==> src/rtl/im_access_ctrl.sv <==
// Instruction-memory port arbiter: shares one single-port IM between the fetch
// stage (reads) and the program loader (writes), with a starvation guard for fetch.
module im_access_ctrl #(
    parameter int ADDR_W = 10,
    parameter int DATA_W = 32,
    parameter int LD_MAX = 4
) (
    input  logic              clk,
    input  logic              rst,
    input  logic              if_req,
    input  logic [ADDR_W-1:0] if_addr,
    input  logic              if_flush,
    output logic              if_gnt,
    output logic              if_valid,
    output logic [DATA_W-1:0] if_inst,
    input  logic              ld_req,
    input  logic [ADDR_W-1:0] ld_addr,
    input  logic [DATA_W-1:0] ld_wdata,
    output logic              ld_gnt,
    output logic              im_read,
    output logic              im_write,
    output logic [ADDR_W-1:0] im_address,
    output logic [DATA_W-1:0] im_wdata,
    input  logic [DATA_W-1:0] im_rdata
);

    localparam int RUN_W = $clog2(LD_MAX + 1);
    localparam logic [RUN_W-1:0] RUN_MAX = RUN_W'(LD_MAX);

    localparam logic [1:0] OWN_IDLE  = 2'd0;
    localparam logic [1:0] OWN_FETCH = 2'd1;
    localparam logic [1:0] OWN_LOAD  = 2'd2;

    logic [1:0]        owner_reg, owner_next;
    logic [RUN_W-1:0]  ld_run_reg, ld_run_next;
    logic [DATA_W-1:0] if_inst_reg;
    logic              fetch_elig;
    logic              fetch_win;

    // The loader normally wins; fetch only overrides once the loader has had
    // LD_MAX consecutive grants while fetch was waiting.
    assign fetch_elig = if_req & ~if_flush;
    assign fetch_win  = fetch_elig & (~ld_req | (ld_run_reg == RUN_MAX));

    // Grants are suppressed during reset so the memory sees no traffic.
    assign if_gnt = rst & fetch_win;
    assign ld_gnt = rst & ld_req & ~fetch_win;

    always_comb begin
        im_read    = 1'b0;
        im_write   = 1'b0;
        im_address = '0;
        im_wdata   = '0;
        if (if_gnt) begin
            im_read    = 1'b1;
            im_address = if_addr;
        end else if (ld_gnt) begin
            im_write   = 1'b1;
            im_address = ld_addr;
            im_wdata   = ld_wdata;
        end
    end

    always_comb begin
        owner_next = OWN_IDLE;
        if (if_gnt) begin
            owner_next = OWN_FETCH;
        end else if (ld_gnt) begin
            owner_next = OWN_LOAD;
        end
    end

    always_comb begin
        ld_run_next = ld_run_reg;
        if (!if_req || if_gnt) begin
            ld_run_next = '0;
        end else if (ld_gnt && (ld_run_reg != RUN_MAX)) begin
            ld_run_next = ld_run_reg + RUN_W'(1);
        end
    end

    always_ff @(posedge clk or negedge rst) begin
        if (!rst) begin
            owner_reg   <= OWN_IDLE;
            ld_run_reg  <= '0;
            if_inst_reg <= '0;
        end else begin
            owner_reg  <= owner_next;
            ld_run_reg <= ld_run_next;
            if (if_gnt) begin
                if_inst_reg <= im_rdata;
            end
        end
    end

    // A fetch grant last cycle is exactly what marks if_inst as fresh.
    assign if_valid = (owner_reg == OWN_FETCH);
    assign if_inst  = if_inst_reg;

endmodule
==> config.mk <==
export PLATFORM = sky130hd
export DESIGN_NAME = im_access_ctrl
export DESIGN_NICKNAME = d
export VERILOG_FILES = /design/src/rtl/im_access_ctrl.sv
export SDC_FILE = /design/constraint.sdc
export NUM_CORES = 1
export LEC_CHECK = 0
export BUFFER_PORTS_ARGS = -buffer_cell sky130_fd_sc_hd__buf_2
export CORE_UTILIZATION = 37
export CTS_BUF_LIST = sky130_fd_sc_hd__clkbuf_8 sky130_fd_sc_hd__clkbuf_16
export CTS_CLUSTER_DIAMETER = 40
export CTS_CLUSTER_SIZE = 30
export DETAILED_ROUTE_END_ITERATION = 7
export PLACE_DENSITY = 0.81
export SLEW_MARGIN = 40
export SYNTH_ARGS = -nofsm -noshare
export SYNTH_HDL_FRONTEND = slang
export SYNTH_SLANG_ARGS = --single-unit
==> constraint.sdc <==
create_clock -name clk -period 2.3 [get_ports clk]
set_input_delay 0.115 -clock clk [delete_from_list [all_inputs] [get_ports clk]]
set_output_delay 0.115 -clock clk [all_outputs]
set_load 0.03 [all_outputs]
---- Word level (Yosys, flattened, before mapping) ----
Cells that the tools add are included.
cells by class
  bitwise logic cells ..................... 9
  $mul .................................... 0
  div/mod/pow operators ................... 0
  $add $sub $neg .......................... 1
  $lt $le $gt $ge ......................... 0
  reductions and logical operators ........ 4
  eq/ne operators ......................... 3
  shift operators ......................... 0
  muxes and demuxes ....................... 11
operators with widths
  kind                                                              number
  32-bit 2-to-1 mux                                                 2
  10-bit 2-to-1 mux                                                 2
  3-bit 2-to-1 mux                                                  2
  1-bit bitwise AND                                                 5
  2-bit 2-to-1 mux                                                  2
  3-bit by 1-bit adder with 3-bit output (second input constant)    1
  3-bit == test (second input constant)                             1
  1-bit 2-to-1 mux                                                  3
  3-bit inequality test (second input constant)                     1
  1-bit NOT                                                         3
  2-bit by 1-bit == test with 1-bit output (second input constant)  1
  2-bit nonzero test                                                1
  1-bit logical AND                                                 1
  1-bit logical NOT                                                 1
  1-bit logical OR                                                  1
  1-bit bitwise OR                                                  1
word-level totals
  input port bits ......................... 89
  memory bits (read-only) ................. 0
  memory bits (writable) .................. 0
  bits in latches ......................... 0
  output and inout bits ................... 79
  memories kept ........................... 0
  word-level logic and storage cells ...... 31
  flip-flop bits (word level) ............. 37

---- Logic depth before layout (Yosys ltp) ----
  depth after elaboration ................. 8
  gate-level depth with buffers ........... 6
  gate-level depth less buffers ........... 5

---- Least setup slack after synthesis ----
OpenSTA, ideal clock, no wires.
  path type ............................... reg2out
  start point ............................. reg ld_run_reg[0]
  end point ............................... out im_address[2]
  path slack .............................. 0.485 ns
  stages on the path, launching flop included .. 7
  data arrival time ....................... 1.700 ns
  buffers on the path ..................... 1
  required time ........................... 2.185 ns
  cells stage by stage .................... dfrtp_1 inv_1 ha_1 nand2_1 a21oi_4 buf_2 a22o_1
between the ends
  elaborated cells on any way between the ends .. 8
  those cells by class .................... 1 x eq/ne; 2 x mux; 5 x bitwise
RTL lines
  item                    RTL line  source
  from (decl)             35        logic [RUN_W-1:0] ld_run_reg, ld_run_next;
  from (signal assigned)  89        ld_run_reg <= ld_run_next;
  3-bit == test           43        assign fetch_win = fetch_elig & (~ld_req | (ld_run_reg == RUN_MAX));
  1-bit bitwise OR        43
  1-bit bitwise AND       43
  1-bit bitwise AND       46        assign if_gnt = rst & fetch_win;
  via if_gnt              13        output logic if_gnt,
  10-bit 2-to-1 mux       54        if (if_gnt) begin
  to (decl)               22        output logic [ADDR_W-1:0] im_address,
The timed path passes the listed nets, and every way through them passes these cells.

---- Worst setup path in the final report ----
  start point ............................. reg ld_run_reg[0]
  end point ............................... out im_wdata[22]
between the ends
  longest elaborated chain between the ends .. 7
  elaborated cells on any way between the ends .. 8
  those cells by class .................... 1 x eq/ne; 2 x mux; 5 x bitwise
ends and longest elaborated chain
  item                 RTL line  source
  3-bit == test *      43
  1-bit bitwise OR *   43
  1-bit bitwise AND *  43
  1-bit NOT            47        assign ld_gnt = rst & ld_req & ~fetch_win;
  1-bit bitwise AND    47
  32-bit 2-to-1 mux    57        end else if (ld_gnt) begin
  32-bit 2-to-1 mux *  54
  to (decl)            23        output logic [DATA_W-1:0] im_wdata,
Every way passes the cells marked *; elsewhere a longest branch is shown, timed or not.

==> reports/metrics.yaml <==
ys_seq_area_frac: 0.514
rows: 25
grt.overflow.total: 0
place_hpwl_mm: 3.72
run_status: "finished clean"
multi_input_comb_area_sq_um: 792
finalCoreUtilization: 0.590
min_from: "im_rdata[3]"
htree_levels: 2
max-slew-margin-rel: 0.750
hold-path-endpoint: "if_inst[3]$_DFFE_PN0P_"
grt_max_degree: 44
post-route-min-period_ns: 2.13
die_area_sq_um: 5150
top_level_ports: 168
hold_path_class: "in2reg"
drive_gt1_frac: 0.662
synth_simple_gate_area_frac: 0.139
drtPass1Iterations: 4
port-buffer-count: 167
critPathLaunchType: "flip-flop"
area.growth.synth_to_final_pct: 53.6
route.detailed.drc: 0
register_to_register_setup_slack_ns: 0.50
synth_mux_area_frac: 0.200
max_clock_freq_mhz: 469
power_density_nw_per_um2: 738
insertedDiodeCount: 0
required_ns: 2.18
critPathArrivalTime_ns: 2.02
clock_sinks: 37
floorplan.initialDensity: 0.384
reg_to_reg_end: "if_inst[27]$_DFFE_PN0P_"
drt_wl_total_mm: 4.69
pre_cts_ws_ns: 0.476
die_span_in_x_um: 71.8
place_inst: 360
cell_depth_of_the_worst_hold_path: 2
routed-via-count: 1713
postLayoutCellArea_sq_um: 2770
floorplan.die.height_um: 71.8
final_critical_path_setup_slack_ns: 0.168
fin_worst_hold_slack_ns: 0.0568
leakagePower_nw: 1.55
path_class: "reg2out"
place_area_sq_um: 2670
gr-usage-all-layers: 0.179
synth_xor_area_frac: 0
final_cells: 368
hold_violations: 0
final.fill_count: 401
endpoint_kind: "primary output"
clkLatencyLatePin_ns: 0.28
largest_reg_flops: 32
cts-root-to-sink-buffers: 2
post_cts.repair.setup_buffers: 0
synth_top_cell_area_share: 0.514
grt_antenna_before_repair: 0
post-route-period-util: 0.927
cts.clk_slew.worst_paths_ns: 0.07
tns_ns: 0
routed_wire_length_per_instance_um: 12.7
postSynth.asyncResetShare: 1.00
synthesis.instances: 144
max_cap_violations: 0
floorplan.core_area_sq_um: 4690
worst_ir_drop_vdd_uv: 595
final_max_slew_viol_count: 0
maximum_fanout_along_the_worst_path: 43
synth_adder_area_share: 0.0139
grt_pass1_wl_mm: 7.10
r2r_cells: 6
drt-initial-drc-count: 87
route.detailed.vias_per_inst: 4.65
yosys_warnings: 0
place_congestion: 0.809
ff_latch_count_synth: 37
most_instantiated_cells_after_synthesis: "dfrtp_1 (37), and2_1 (33), mux2_2 (29), a22o_1 (10), inv_1 (5)"
clockRootBuffer: "clkbuf_8"
totalPowerFinal_mw: 2.04
final-seq-area_sq_um: 926
synth.largest_area_cell: "dfrtp_1"
synth_compound_gate_area_share: 0.0869
synthesis.area_per_instance_sq_um: 12.5
worstMarginPinSlew_ns: 0.366
r2r-start: "ld_run_reg[0]$_DFFE_PN0P_"
grt_pass1_vias: 1586
num-nets-final: 405
synthFlopType: "dfrtp_1"
grt_setup_unrepaired: "false"
setup_viol_count_final: 0
synth.net_count: 235
synth.top_cells.by_area: "dfrtp_1 (51%), mux2_2 (18%), and2_1 (11%)"
netlist_area_sq_um: 1800
yosys.cell_types.count: 24
clock_tree_from_tritoncts: "done"
finalClockSkew_ns: 0.00545
combinational_family_with_the_most_area_after_synthesis: "multiplexers"
num_cts_buffers: 5
synth_enable_flop_cells: 0
post-synth-top-count-cell: "dfrtp_1"
postRouteAntennaNets: 0
[timing repair]
action,4_1_cts,5_1_grt
hold buffers,1,0
gates resized for setup,0,0
endpoints found under the hold margin,3,0
[worst max path at each step]
stage | start | to | slack, ns | cells past startpoint
finish | ld_run_reg[0]$_DFFE_PN0P_ | im_wdata[22] | 0.17 | 7
global route | ld_run_reg[0]$_DFFE_PN0P_ | im_wdata[22] | 0.01 | 7
CTS | ld_run_reg[0]$_DFFE_PN0P_ | im_wdata[22] | 0.16 | 7
detailed placement | ld_run_reg[0]$_DFFE_PN0P_ | im_wdata[22] | 0.48 | 7
global placement | ld_run_reg[0]$_DFFE_PN0P_ | im_wdata[22] | 0.51 | 7
floorplan | ld_run_reg[0]$_DFFE_PN0P_ | im_address[2] | 0.48 | 6
[power breakdown]
| group | switching (mW) | internal (mW) |
|---|---|---|
| combinational | 0.489 | 0.280 |
| clock | 0.203 | 0.233 |
| sequential | 0.0578 | 0.780 |
| total | 0.750 | 1.29 |
[cell type report]
cell class	instances	share of cell area
clock buffer	6	0.0299
clock inverter	1	0.00136
inverter	5	0.00678
multi-input combinational	93	0.286
sequential	37	0.335
tap	54	0.0244
timing repair buffer	172	0.317
[cell families after synthesis]
group / count (synthesis)
multiplexers: 32
adder cells (fa/ha/maj): 2
AND/OR/NAND/NOR: 41
AO/OA/AOI/OAI: 18
flip-flops: 37
buffers and inverters: 14
[routing by layer]
layer | global-route usage | wire length [um]
met1 | 0.238 | 2030
met2 | 0.291 | 2300
met3 | 0.0436 | 337
met4 | 0.0523 | 16
met5 | 0 | 0
[layout by cell type (no fill, tap or decap), drive strengths merged]
master | Yosys | routed
nand3b | 1 | 1
or3 | 1 | 1
a31oi | 2 | 2
clkbuf | 2 | 6
a22o | 10 | 10
mux2 | 32 | 32
dlygate4sd3 | 0 | 1
nand2 | 2 | 2
nand3 | 1 | 1
nor3 | 1 | 1
a211oi | 2 | 2
a2111oi | 1 | 1
dfrtp | 37 | 37
and2 | 33 | 33
nor2b | 1 | 1
nand4 | 1 | 1
buf | 7 | 171
ha | 2 | 2
inv | 5 | 6
o21ai | 2 | 2
a21oi | 1 | 1
[critical path: stages (launching register included)]
cell     delay (ns)
dfrtp_1        0.38
inv_1          0.06
ha_1           0.22
and2_1         0.19
a31oi_2        0.18
buf_4          0.33
and2_1         0.17
buf_2          0.20
Power figures use the tool's default switching activity.
